### config.mk
export PLATFORM = sky130hd
export DESIGN_NAME = data_mem_lsu
export DESIGN_NICKNAME = d
export VERILOG_FILES = /design/src/rtl/data_mem_pkg.sv /design/src/rtl/data_mem_load_align.sv /design/src/rtl/data_mem_lsu.sv
export SDC_FILE = /design/constraint.sdc
export NUM_CORES = 2
export LEC_CHECK = 0
export BUFFER_PORTS_ARGS = -buffer_cell sky130_fd_sc_hd__buf_2
export CAP_MARGIN = 20
export CORE_MARGIN = 5
export CORE_UTILIZATION = 35
export DETAILED_ROUTE_END_ITERATION = 10
export GPL_TIMING_DRIVEN = 0
export SLEW_MARGIN = 25
export SYNTH_ARGS = -nofsm -noshare
export SYNTH_HDL_FRONTEND = slang
export SYNTH_SLANG_ARGS = --single-unit
### constraint.sdc
create_clock -name clk -period 4.5 [get_ports clk]
set_clock_uncertainty 0.2 [all_clocks]
set_input_delay 0.9 -clock clk [delete_from_list [all_inputs] [get_ports clk]]
set_output_delay 0.9 -clock clk [all_outputs]
set_load 0.02 [all_outputs]
### src/rtl/data_mem_pkg.sv
// Shared definitions for the byte-addressed data memory: funct3 codes, FSM states
// and the lane-enable / alignment helpers used by the store and load paths.
package data_mem_pkg;

  localparam logic [2:0] F3_B  = 3'd0;
  localparam logic [2:0] F3_H  = 3'd1;
  localparam logic [2:0] F3_W  = 3'd2;
  localparam logic [2:0] F3_BU = 3'd4;
  localparam logic [2:0] F3_HU = 3'd5;

  typedef enum logic [1:0] {IDLE, WAIT, RESP} state_t;

  function automatic logic f3_legal(input logic we, input logic [2:0] funct3);
    if (we) return (funct3 == F3_B) || (funct3 == F3_H) || (funct3 == F3_W);
    return (funct3 == F3_B) || (funct3 == F3_H) || (funct3 == F3_W) ||
           (funct3 == F3_BU) || (funct3 == F3_HU);
  endfunction

  function automatic logic [3:0] byte_en(input logic [2:0] funct3, input logic [1:0] addr_lo);
    case (funct3)
      F3_B, F3_BU: byte_en = 4'b0001 << addr_lo;
      F3_H, F3_HU: byte_en = addr_lo[1] ? 4'b1100 : 4'b0011;
      F3_W:        byte_en = 4'b1111;
      default:     byte_en = 4'b0000;
    endcase
  endfunction

  function automatic logic misaligned(input logic [2:0] funct3, input logic [1:0] addr_lo);
    case (funct3)
      F3_H, F3_HU: misaligned = addr_lo[0];
      F3_W:        misaligned = (addr_lo != 2'b00);
      default:     misaligned = 1'b0;
    endcase
  endfunction

  // Drops the low address bits that a halfword or word access cannot use.
  function automatic logic [1:0] align_lo(input logic [2:0] funct3, input logic [1:0] addr_lo);
    case (funct3)
      F3_H, F3_HU: align_lo = {addr_lo[1], 1'b0};
      F3_W:        align_lo = 2'b00;
      default:     align_lo = addr_lo;
    endcase
  endfunction

endpackage

### src/rtl/data_mem_load_align.sv
// Load result formatter: picks the addressed byte/halfword out of a captured
// memory word and sign- or zero-extends it according to funct3.
module data_mem_load_align
  import data_mem_pkg::*;
(
  input  logic [31:0] word,
  input  logic [2:0]  funct3,
  input  logic [1:0]  addr_lo,
  output logic [31:0] rdata
);

  logic [7:0]  byte_sel;
  logic [15:0] half_sel;

  always_comb begin
    case (addr_lo)
      2'd0:    byte_sel = word[7:0];
      2'd1:    byte_sel = word[15:8];
      2'd2:    byte_sel = word[23:16];
      default: byte_sel = word[31:24];
    endcase
    half_sel = addr_lo[1] ? word[31:16] : word[15:0];
    case (funct3)
      F3_B:    rdata = {{24{byte_sel[7]}}, byte_sel};
      F3_BU:   rdata = {24'd0, byte_sel};
      F3_H:    rdata = {{16{half_sel[15]}}, half_sel};
      F3_HU:   rdata = {16'd0, half_sel};
      F3_W:    rdata = word;
      default: rdata = 32'd0;
    endcase
  end

endmodule

### src/rtl/data_mem_lsu.sv
// MEM-stage data memory with RV32I load/store sizes, byte-lane writes, registered
// reads, configurable wait states and a valid/ready handshake. Optional macro
// MISALIGN_TRAP_EN turns misaligned halfword/word accesses into error responses.
module data_mem_lsu
  import data_mem_pkg::*;
#(
  parameter int DEPTH       = 128,
  parameter int ADDR_W      = 32,
  parameter int WAIT_STATES = 0
) (
  input  logic              clk,
  input  logic              rst_n,
  input  logic              req_valid,
  output logic              req_ready,
  input  logic              req_we,
  input  logic [2:0]        req_funct3,
  input  logic [ADDR_W-1:0] req_addr,
  input  logic [31:0]       req_wdata,
  output logic              resp_valid,
  output logic [31:0]       resp_rdata,
  output logic              resp_err
);

  localparam int IDX_W = $clog2(DEPTH);
  localparam logic [3:0] WAIT_LOAD = (WAIT_STATES > 0) ? 4'(WAIT_STATES - 1) : 4'd0;

  state_t            state, state_next;
  logic [3:0]        wait_cnt;
  logic              accept;
  logic [IDX_W-1:0]  idx;
  logic [1:0]        addr_lo;
  logic              err_now;
  logic [3:0]        be;
  logic [31:0]       wdata_rep;
  logic [31:0]       mem [DEPTH];
  logic [31:0]       word_q;
  logic [2:0]        funct3_q;
  logic [1:0]        lo_q;
  logic              we_q;
  logic              err_q;
  logic [31:0]       load_data;
  logic              unused_addr;

  assign accept      = req_valid && req_ready;
  assign idx         = req_addr[2 +: IDX_W];
  assign unused_addr = ^req_addr;

`ifdef MISALIGN_TRAP_EN
  assign addr_lo = req_addr[1:0];
  assign err_now = !f3_legal(req_we, req_funct3) || misaligned(req_funct3, req_addr[1:0]);
`else
  assign addr_lo = align_lo(req_funct3, req_addr[1:0]);
  assign err_now = !f3_legal(req_we, req_funct3);
`endif

  assign be = err_now ? 4'b0000 : byte_en(req_funct3, addr_lo);

  always_comb begin
    case (req_funct3)
      F3_B:    wdata_rep = {4{req_wdata[7:0]}};
      F3_H:    wdata_rep = {2{req_wdata[15:0]}};
      default: wdata_rep = req_wdata;
    endcase
  end

  // The array read is captured at the accept edge before that edge's own write.
  always_ff @(posedge clk) begin
    if (accept) begin
      word_q <= mem[idx];
      if (req_we) begin
        for (int i = 0; i < 4; i++) begin
          if (be[i]) mem[idx][8*i +: 8] <= wdata_rep[8*i +: 8];
        end
      end
    end
  end

  always_ff @(posedge clk or negedge rst_n) begin
    if (!rst_n) begin
      funct3_q <= 3'd0;
      lo_q     <= 2'd0;
      we_q     <= 1'b0;
      err_q    <= 1'b0;
    end else if (accept) begin
      funct3_q <= req_funct3;
      lo_q     <= addr_lo;
      we_q     <= req_we;
      err_q    <= err_now;
    end
  end

  always_ff @(posedge clk or negedge rst_n) begin
    if (!rst_n)                                 wait_cnt <= 4'd0;
    else if (accept)                            wait_cnt <= WAIT_LOAD;
    else if (state == WAIT && wait_cnt != 4'd0) wait_cnt <= wait_cnt - 4'd1;
  end

  always_ff @(posedge clk or negedge rst_n) begin
    if (!rst_n) state <= IDLE;
    else        state <= state_next;
  end

  always_comb begin
    state_next = state;
    case (state)
      IDLE:    if (accept) state_next = (WAIT_STATES > 0) ? WAIT : RESP;
      WAIT:    if (wait_cnt == 4'd0) state_next = RESP;
      RESP:    state_next = IDLE;
      default: state_next = IDLE;
    endcase
  end

  data_mem_load_align u_align (
    .word    (word_q),
    .funct3  (funct3_q),
    .addr_lo (lo_q),
    .rdata   (load_data)
  );

  always_comb begin
    req_ready  = (state == IDLE);
    resp_valid = (state == RESP);
    resp_err   = resp_valid && err_q;
    resp_rdata = (resp_valid && !we_q && !err_q) ? load_data : 32'd0;
  end

endmodule

======== Word level (Yosys, flattened, before mapping) ========
Memory sizes are Yosys's and may differ from the RTL's. A register that Yosys moved wholly into a read port is not among the register bits.
Cells that the tools add are included.
cells by class
  add/sub/neg operators ................... 1
  equal/unequal tests ..................... 14
  shift-type cells ........................ 1
  multiplexer cells ....................... 33
  reductions and logical operators ........ 22
operators with widths
  kind                                              count
  one-hot mux 32 bit (5 select lines)               1
  one-hot mux 32 bit (2 select lines)               1
  2-to-1 mux 32 bit                                 1
  one-hot mux 8 bit (3 select lines)                1
  2-to-1 mux 1 bit                                  19
  2-to-1 mux 16 bit                                 1
  2-to-1 mux 4 bit                                  4
  == test 3 bit (second input constant)             4
  one-hot mux 4 bit (3 select lines)                1
  one-hot mux 2 bit (2 select lines)                2
  == test 3 x 1 -> 1 bit (second input constant)    2
  == test 3 x 2 -> 1 bit (second input constant)    2
  zero test 3 bit                                   2
  logical AND 1 bit                                 5
  == test 2 x 1 -> 1 bit (second input constant)    2
  == test 2 bit (second input constant)             2
  zero test 2 bit                                   2
  zero test 4 bit                                   1
  logical OR 1 bit                                  4
  2-to-1 mux 2 bit                                  2
  != test 2 x 1 -> 1 bit (second input constant)    2
  nonzero test 4 bit                                1
  OR reduction 2 bit                                2
  << shifter 1 x 2 -> 4 bit (first input constant)  1
  4 further kinds                                   6
storage, ports and cells
  register bits ........................... 13
  memory bits (writable) .................. 4096
  input bits .............................. 71
  memories kept ........................... 1
memory list
  memory  depth  bits a word  read ports  clocked after memory_dff  wr ports  RTL line            source
  mem     128    32           1           1                         1         data_mem_lsu.sv:35  logic [31:0] mem [DEPTH];

======== Logic depth before layout (Yosys ltp) ========
  depth in word-level cells ............... 11
  mapped depth ............................ 10

======== By module ========
A second synthesis with hierarchy kept.
unflattened totals
  cell total of the unflattened synthesis .. 6816
  area, all modules ....................... 160646.6 sq um
by module, submodules not included
  module               times used  cells each  area an instance (sq um)  seq. area each (sq um)
  data_mem_lsu         1           6683        159639.4                  124159.1
  data_mem_load_align  1           133         1007.2                    0.0

======== Worst setup path before layout ========
No wires, ideal clock.
  path type ............................... input-to-reg
  start point ............................. input port req_funct3[1]
  end point ............................... memory mem[0][24] (data pin)
  setup time .............................. 0.892 ns
  arrival time ............................ 5.230 ns
  required time ........................... 3.408 ns
  slack ................................... -1.822 ns
  cell stages on the path ................. 5
  path buffers ............................ 2
  path through ............................ clkbuf_1 -> nor2_1 -> clkbuf_1 -> nor2_1 -> a21oi_1
on the way
  longest elaborated chain between the ends .. 2
  elaborated cells on any way between the ends .. 3
  classes of those cells .................. eq/ne: 1; mux: 1; reduce/logical: 1
RTL lines
  item                                                              RTL line            source
  from (decl)                                                       data_mem_lsu.sv:16  input logic [2:0] req_funct3,
  == test 3 x 1 -> 1 bit / zero test 3 bit (equally long branches)  data_mem_lsu.sv:59  case (req_funct3)
  one-hot mux 32 bit (2 select lines) *                             data_mem_lsu.sv:59
  via wdata_rep[24]                                                 data_mem_lsu.sv:34  logic [31:0] wdata_rep;
  to (decl)                                                         data_mem_lsu.sv:35
Mark *: on every way through the listed nets, which the timed path passes. The rest lies on a longest branch.

======== Worst setup path in the final report ========
  start point ............................. input port req_addr[3]
  end point ............................... memory mem[65][30], enable pin
RTL lines
  item         RTL line            source
  from (decl)  data_mem_lsu.sv:17  input logic [ADDR_W-1:0] req_addr,
Straight into the memory's write port.

==> impl_metrics.toml <==
[routing]
dr.pass1.iters = 5
viasPerCell = 5.56
ant_nets = 0
vias = 76000
wl_mm = 447
routedWlPerCell_um = 32.7
drtIter0Drc = 9994
drcViolationCount = 0

[logic_synthesis]
synth_flop_cell = "edfxtp_1"
synth_compound_area_share_pct = 0.247
synth-simple-area-share_pct = 1.76
synth_top_family_by_area = "multiplexers"
synthXorXnorAreaFrac_pct = 0
synthAdderAreaFrac_pct = 0
syn_nets = 6818
synthArstFlopShare_pct = 0.193
ys_types = 31
synth_edf_count = 4128
ys_ff_latch = 4136
avgSynthCellArea_um2 = 23.7
ys.warnings.count = 0
synth.cell_area_mm2 = 0.160
ys_seq_area_share_pct = 77.6
synthMuxAreaShare_pct = 19.4
synthCells = 6747

[run_status]
failed_checks = "setup timing"
outcome = "finished with violations"

[timing]
max_freq_mhz = 217
slew_viol_final = 0
rsz0062_at_grt = "true"
fin_worst_hold_slack_ns = 0.100
post-route-period-util_pct = 103
setup_viol = 102
hold_viol = 0
post-route-min-period_ns = 4.62
slew_headroom_pct = 25.0
worst_pin_slew_ns = 1.13
setup_ws_ns = -0.117

[finish]
drive_above_1_share_pct = 33.8
area_growth_pct = 15.3
instances_no_fill = 13700
fin_nets = 7391
fillers = 39200

[floorplanning]
ios = 106
die_y_um = 686
dieArea_mm2 = 0.471
start_util_pct = 35.1
core_mm2 = 0.456
rows = 248
dieWidth_um = 686

[placement]
dp_hpwl_mm = 324
dp_cells = 12900
gp_congestion = 0.948
numPortBuffers = 76

[pwr]
power_leakage_uw = 0.0555
p_per_area_mw_per_mm2 = 440
ir_drop_mv = 0.341

[global_routing]
use_met2_pct = 29.3
grt_pass1_vias = 75800
grt_pass1_wl_mm = 614
antenna_found_initial = 61
grt_start_max_net_pins = 72
track_usage_pct = 18.6
use_met3_pct = 3.93
gr-total-overflow = 0
grt_use_met1_pct = 25.5
grt-busiest-layer = "met2"

[setup_path]
reg2reg_depth = 7
r2r_slack_ns = 0.14
criticalPathCategory = "in -> reg"
setup.worst_path.start_class = "input pin"
cp.arrival_ns = 4.96
crit_required_ns = 4.84
endpoint_kind = "flip-flop"
cp_max_fo = 10

[clock_network]
insertion_delay_ns = 0.93
cts_tree = "yes"
clk_pin_slew_ns = 0.06
numCtsBuffers = 403
htree_levels = 5
cts_num_sinks = 4136
cts_root_buf = "clkbuf_16"
clk_path_buf_depth = 4

[job]
cap_viol_max_count = 0

[min_path]
hold_class = "in -> reg"
worstHoldPathCells = 3
## worst max-delay path, stage by stage
cell and delay [ns]:
clkbuf_2 0.36, clkbuf_2 0.43, buf_8 0.25, clkbuf_2 0.32, or2_2 0.44, nor2_4 0.58, clkbuf_2 0.43, buf_16 0.21
nand2_1 0.22, nor2_1 0.74
## through the flow
step | setup TNS, ns | total power [µW] | setup slack, ns | area, µm² | util, %
finish | -4.61 | 81200 | -0.117 | 185000 | 40.5
global route | -1.34 | 83500 | -0.0638 | 184000 | 40.4
CTS | -66.94 | 81600 | -0.220 | 184000 | 40.4
detailed placement | -5690.38 | 48700 | -2.34 | 171000 | 37.4
global placement | - | 48300 | -3.64 | 168000 | 36.8
floorplan | -45.38 | 46000 | -0.137 | 160000 | -
## kinds of logic after synthesis
family,Yosys count
AO/OA/AOI/OAI,65
AND/OR/NAND/NOR,735
multiplexers,1411
buffers and inverters,400
flip-flops,4136
## power breakdown
part / leakage, µW / switching (µW) / internal, µW
sequential: 0.0372 / 46.1 / 42700
combinational: 0.0121 / 3370 / 1840
clock: 0.00624 / 14200 / 19100
## flip-flops by register name (all words and copies together) (netlist names)
register	flops
state	1
err_q	1
mem	4096
word_q	32
we_q	1
lo_q	2
funct3_q	3
## worst paths after layout
| check | to | startpoint |
|---|---|---|
| max reg2reg | mem[99][16] | state[1] |
| max | mem[65][30] | req_addr[3] |
| min | funct3_q[2] | req_funct3[2] |
| min in group asynchronous | we_q | rst_n |
| min reg2reg | we_q | we_q |
| max in group asynchronous | lo_q[0] | rst_n |
## metal layers
metal | wire, µm | share of wire [%] | vias to the layer above
met3 | 44100 | 9.9 | 682
met5 | 101 | 0.023 | -
li1 | - | - | 30000
met1 | 173000 | 39 | 41200
met2 | 211000 | 47 | 4123
met4 | 19000 | 4.2 | 16
## layout by cell type (no fill, tap or decap), types with 9 or more instances in the layout
cell type   count
edfxtp_1     4128
mux4_2       1352
clkbuf_16     414
nor2_1        319
clkbuf_1      252
nor2_2        212
nand2_1       157
buf_2         156
clkbuf_2       86
clkinv_1       86
buf_16         74
clkinv_2       68
bufinv_16      41
mux2_2         33
a21oi_1        28
clkinvlp_4     28
buf_1          21
nor2_4         19
diode_2        17
mux2_8         16
buf_6          16
buf_4          13
mux2i_1        10
o21ai_0         9
## timing repair
| item | CTS | global route |
|---|---|---|
| hold buffers | 1 | 0 |
| endpoints found under the hold margin | 8 | 0 |
| gates resized for setup | 204 | 74 |
| buffers inserted | 2 | 0 |
| endpoints found under the setup margin | 3587 | 1792 |
| pin swaps | 1 | 0 |
## layout make-up
cell class	instances	area [µm²]	share of cell area, %
Buffer	391	1760	0.956
Tap cell	6000	7510	4.07
Sequential cell	4136	124000	67.3
Antenna cell	17	42.5	0.0231
Clock buffer	487	10600	5.76
Clock inverter	238	2260	1.22
Multi-Input combinational cell	2211	35400	19.2
Inverter	7	26.3	0.0142
Timing Repair Buffer	170	2750	1.49
## cell usage after synthesis (2+ instances only)
cell type | instances | area share, %
a21oi_1 | 36 | 0.11
a222oi_1 | 7 | 0.044
a22oi_1 | 7 | 0.033
and2_1 | 3 | 0.012
and3_1 | 3 | 0.012
buf_1 | 34 | 0.080
buf_2 | 91 | 0.28
clkbuf_1 | 267 | 0.63
dfrtp_1 | 8 | 0.13
edfxtp_1 | 4128 | 77
inv_1 | 7 | 0.016
mux2_2 | 49 | 0.34
mux2i_1 | 10 | 0.063
mux4_2 | 1352 | 19
nand2_1 | 158 | 0.37
nand2b_1 | 7 | 0.027
nand3_1 | 2 | 0.0063
nor2_1 | 550 | 1.3
nor2b_1 | 2 | 0.0078
nor3_1 | 5 | 0.016
o21ai_0 | 9 | 0.028
or2_2 | 3 | 0.012
No activity file was read; power rests on OpenSTA's default activity.
